File: config.mk
export PLATFORM = sky130hd
export DESIGN_NAME = input_conditioner
export DESIGN_NICKNAME = d
export VERILOG_FILES = /design/src/rtl/input_cond_pkg.sv /design/src/rtl/debounce_fsm.sv /design/src/rtl/input_conditioner.sv
export SDC_FILE = /design/constraint.sdc
export NUM_CORES = 1
export LEC_CHECK = 0
export CAP_MARGIN = 20
export CELL_PAD_IN_SITES_DETAIL_PLACEMENT = 1
export CELL_PAD_IN_SITES_GLOBAL_PLACEMENT = 2
export CORE_UTILIZATION = 34
export DETAILED_ROUTE_END_ITERATION = 6
export PLACE_DENSITY_LB_ADDON = 0.1
export SYNTH_ARGS = -nofsm -noshare
export SYNTH_HDL_FRONTEND = slang
export SYNTH_SLANG_ARGS = --single-unit
File: constraint.sdc
create_clock -name Clk -period 1.7 [get_ports Clk]
set_input_delay 0.425 -clock Clk [delete_from_list [all_inputs] [get_ports Clk]]
set_output_delay 0.425 -clock Clk [all_outputs]
set_load 0.05 [all_outputs]
File: src/rtl/input_cond_pkg.sv
// Shared types and defaults for the key/switch input conditioning front end.
package input_cond_pkg;

    typedef enum logic [1:0] {IDLE, PRESS_WAIT, HELD, RELEASE_WAIT} db_state_t;

    // 1 ms at 50 MHz
    localparam int unsigned DEBOUNCE_CYCLES_DEFAULT = 50000;

endpackage

File: src/rtl/debounce_fsm.sv
// Single-key conditioner: 2-flop synchronizer on the active-high pressed
// signal, then a press/release debounce FSM emitting a level and a press strobe.
module debounce_fsm
    import input_cond_pkg::*;
#(
    parameter int unsigned DEBOUNCE_CYCLES = DEBOUNCE_CYCLES_DEFAULT
) (
    input  logic Clk,
    input  logic Reset,
    input  logic raw_n,
    output logic pulse,
    output logic level
);

    localparam int unsigned CW = $clog2(DEBOUNCE_CYCLES);
    localparam logic [CW-1:0] CNT_LAST = CW'(DEBOUNCE_CYCLES - 1);

    logic          s1, s2;
    logic [CW-1:0] cnt;
    db_state_t     state;

    always_ff @(posedge Clk or negedge Reset) begin
        if (!Reset) begin
            s1 <= 1'b0;
            s2 <= 1'b0;
        end else begin
            s1 <= ~raw_n;
            s2 <= s1;
        end
    end

    always_ff @(posedge Clk or negedge Reset) begin
        if (!Reset) begin
            state <= IDLE;
            cnt   <= '0;
            pulse <= 1'b0;
        end else begin
            pulse <= 1'b0;
            unique case (state)
                IDLE: begin
                    if (s2) begin
                        state <= PRESS_WAIT;
                        cnt   <= '0;
                    end
                end
                PRESS_WAIT: begin
                    if (!s2) begin
                        state <= IDLE;
                    end else if (cnt == CNT_LAST) begin
                        state <= HELD;
                        pulse <= 1'b1;
                    end else begin
                        cnt <= cnt + 1'b1;
                    end
                end
                HELD: begin
                    if (!s2) begin
                        state <= RELEASE_WAIT;
                        cnt   <= '0;
                    end
                end
                RELEASE_WAIT: begin
                    // Bouncing back high during release keeps the key held without a new strobe
                    if (s2) begin
                        state <= HELD;
                    end else if (cnt == CNT_LAST) begin
                        state <= IDLE;
                    end else begin
                        cnt <= cnt + 1'b1;
                    end
                end
                default: begin
                    state <= IDLE;
                    cnt   <= '0;
                end
            endcase
        end
    end

    always_comb begin
        level = (state == HELD) || (state == RELEASE_WAIT);
    end

endmodule

File: src/rtl/input_conditioner.sv
// Board input front end: debounced key levels/press strobes and
// synchronized (not debounced) slide switches for the multiplier processor.
module input_conditioner
    import input_cond_pkg::*;
#(
    parameter int unsigned DEBOUNCE_CYCLES = DEBOUNCE_CYCLES_DEFAULT,
    parameter int unsigned SW_WIDTH        = 8
) (
    input  logic                Clk,
    input  logic                Reset,
    input  logic                ClearALoadB_raw,
    input  logic                Execute_raw,
    input  logic [SW_WIDTH-1:0] Switches_raw,
    output logic [SW_WIDTH-1:0] Switches_S,
    output logic                ClearALoadB_pulse,
    output logic                Execute_pulse,
    output logic                ClearALoadB_level,
    output logic                Execute_level
);

    logic [SW_WIDTH-1:0] sw_s1;

    always_ff @(posedge Clk or negedge Reset) begin
        if (!Reset) begin
            sw_s1      <= '0;
            Switches_S <= '0;
        end else begin
            sw_s1      <= Switches_raw;
            Switches_S <= sw_s1;
        end
    end

    debounce_fsm #(.DEBOUNCE_CYCLES(DEBOUNCE_CYCLES)) u_clear_db (
        .Clk   (Clk),
        .Reset (Reset),
        .raw_n (ClearALoadB_raw),
        .pulse (ClearALoadB_pulse),
        .level (ClearALoadB_level)
    );

    debounce_fsm #(.DEBOUNCE_CYCLES(DEBOUNCE_CYCLES)) u_execute_db (
        .Clk   (Clk),
        .Reset (Reset),
        .raw_n (Execute_raw),
        .pulse (Execute_pulse),
        .level (Execute_level)
    );

endmodule

==> flow_metrics.env <==
export IMPL_outcome="finished clean"
export IMPL_p_leak_nw=1.71
export IMPL_wl_per_cell_um=16.0
export IMPL_grt_pass1_vias=2430
export IMPL_post_dp_hpwl_um=4810
export IMPL_clk_latency_ns=0.34
export IMPL_grt_antenna_before_repair=0
export IMPL_dieWidth_um=93.1
export IMPL_layout_common_cells="buf_4, dfrtp_1, nand2_1"
export IMPL_syn_to_final_growth_pct=36.5
export IMPL_endpoint_kind="flop"
export IMPL_worst_slew_pin_slew_ns=0.395
export IMPL_ios=24
export IMPL_core_area_mm2=0.00789
export IMPL_gp_congestion=0.751
export IMPL_max_slew_margin_rel=0.735
export IMPL_cap_violations=0
export IMPL_final_common_cell="buf_4"
export IMPL_total_power_mw=3.43
export IMPL_yosysWarnings=0
export IMPL_rows=32
export IMPL_grt_util_all_layers=0.183
export IMPL_fin_crit_ns=1.70
export IMPL_hold_slack_ns=0.0824
export IMPL_clock_sinks=58
export IMPL_n_antenna_cell=0
export IMPL_fin_cells=443
export IMPL_utilization=0.488
export IMPL_grt_first_pass_wirelength_um=12200
export IMPL_crit_type="flop to flop"
export IMPL_path_clk_slew_ns=0.07
export IMPL_numCtsBuffers=9
export IMPL_via_per_inst=5.26
export IMPL_async_flop_share=1.00
export IMPL_stdcell_area_mm2=0.00385
export IMPL_fin_ws_ns=0.00138
export IMPL_postCtsHoldBufs=0
export IMPL_portBuffers=23
export IMPL_cp_required_ns=1.92
export IMPL_p_per_area_mw_per_mm2=892
export IMPL_dr_first_iter_drc_count=70
export IMPL_critPathArrivalTime_ns=1.92
export IMPL_crit_fanout=5
export IMPL_ant_nets=0
export IMPL_syn_instance_count=269
export IMPL_placed_area_mm2=0.00348
export IMPL_cts_buffer_depth=2
export IMPL_die_area_mm2=0.00866
export IMPL_synth_area_per_cell_um2=10.5
export IMPL_dp_slack_ns=0.0332
export IMPL_irDropWorstVdd_mv=0.473
export IMPL_drtPass1Iterations=4
export IMPL_report_final_slew_viol_count=0
export IMPL_clock_fmax_mhz=589
export IMPL_synth_seq_area_share=0.515
export IMPL_cts_tree="done"
export IMPL_setup_tns_ns=0
export IMPL_root_buffer="clkbuf_8"
export IMPL_drcViolationCount=0
export IMPL_yosys_most_used_dff="dfrtp_1"
export IMPL_synth_edf_count=0
export IMPL_synth_ff_latch_count=58
export IMPL_totalWireLength_um=7090
export IMPL_chipHeight_um=93.1
export IMPL_finalSetupViolCount=0
export IMPL_hold_class="input pin to asynchronous set/reset pin"
export IMPL_synth_nets=283
export IMPL_syn_area_mm2=0.00282
export IMPL_drive_gt1_frac=0.355
export IMPL_synthDistinctLibCells=54
export IMPL_overflow=0
export IMPL_grt_max_degree=59
export IMPL_period_share=0.999
export IMPL_place_inst=424
export IMPL_ctsHtreeMaxLevel=3
export IMPL_initial_core_util=0.358
export IMPL_hold_viol=0
export IMPL_nets=350
export IMPL_critPathLaunchType="flop"
export IMPL_grt_setup_unrepaired="yes"
export IMPL_fin_skew_ns=0.0103
export IMPL_vias=2331
[final cells by class]
cell class              count  area [µm²]
fillers                   860        4040
flip-flops and latches     58        1460
multi-input cells         188        1370
repair buffers             72         626
clock buffers              10         128
well taps                 102         128
clock inverters             6         115
inverters                   7        26.3
[cell usage after synthesis, types with 7 or more instances]
master | n | area share
a22o_1 | 12 | 0.037
nor2_1 | 16 | 0.021
nor3_1 | 7 | 0.012
nand3_1 | 17 | 0.030
mux2_2 | 10 | 0.040
nand4_1 | 10 | 0.022
o21ai_0 | 7 | 0.012
nor3b_1 | 8 | 0.021
nand2_1 | 35 | 0.047
dfrtp_1 | 58 | 0.51
clkbuf_1 | 7 | 0.0093
inv_1 | 7 | 0.0093
[power breakdown]
part,internal [mW],total [mW],leakage (nW),switching (mW)
logic,0.163,0.362,0.852,0.199
clock network,0.979,1.57,0.117,0.588
registers,1.45,1.51,0.746,0.0599
total,2.59,3.43,1.71,0.847
[flip-flops by register name, summed over array words and instances (netlist names), 8 cells and up, named ones only]
| register | cells |
|---|---|
| u_execute_db.cnt | 16 |
| sw_s1 | 8 |
| u_clear_db.cnt | 16 |
| Switches_S | 8 |
[worst max-delay path: stages, from the launching register on]
cell	delay, ns
dfrtp_1	0.39
or3_4	0.40
nor4_4	0.38
nand2_2	0.11
mux2_4	0.31
[path summary, 6_finish.rpt]
path	start	end	slack, ns	depth (start not counted)
min in group Clk	sw_s1[0]	Switches_S[0]	0.35	0
min reg2reg	sw_s1[0]	Switches_S[0]	0.35	0
max in group asynchronous	Reset	u_clear_db.cnt[2]	1.33	2
max reg2reg	u_clear_db.cnt[10]	flop	0.001	4
max	u_clear_db.cnt[10]	flop	0.001	4
min	Reset	Switches_S[0]	0.08	2
[logic make-up (layout without fill, tap and decap cells)]
group	count (synthesis)	count (layout)	share of synthesized area
compound gates	46	46	0.123
xor+xnor	3	3	0.00932
simple gates	125	125	0.260
buf+inv	23	95	0.0359
flops	58	58	0.515
fa+ha+maj	2	2	0.00887
mux	12	12	0.0488
[layer usage]
metal	global-route usage	vias to the layer above	share of wire	wire length, µm
li1	-	1130	-	-
met1	0.253	1156	0.51	3620
met2	0.280	35	0.45	3190
met3	0.0390	10	0.025	175
met4	0.0731	0	0.015	105
met5	0	-	0	0
[repair_timing]
action / CTS / global route
endpoints found under the hold margin: 0 / 0
buffers inserted: 0 / 3
endpoints found under the setup margin: 0 / 19
resized for setup: 0 / 23
(Power assumes the default switching activity.)
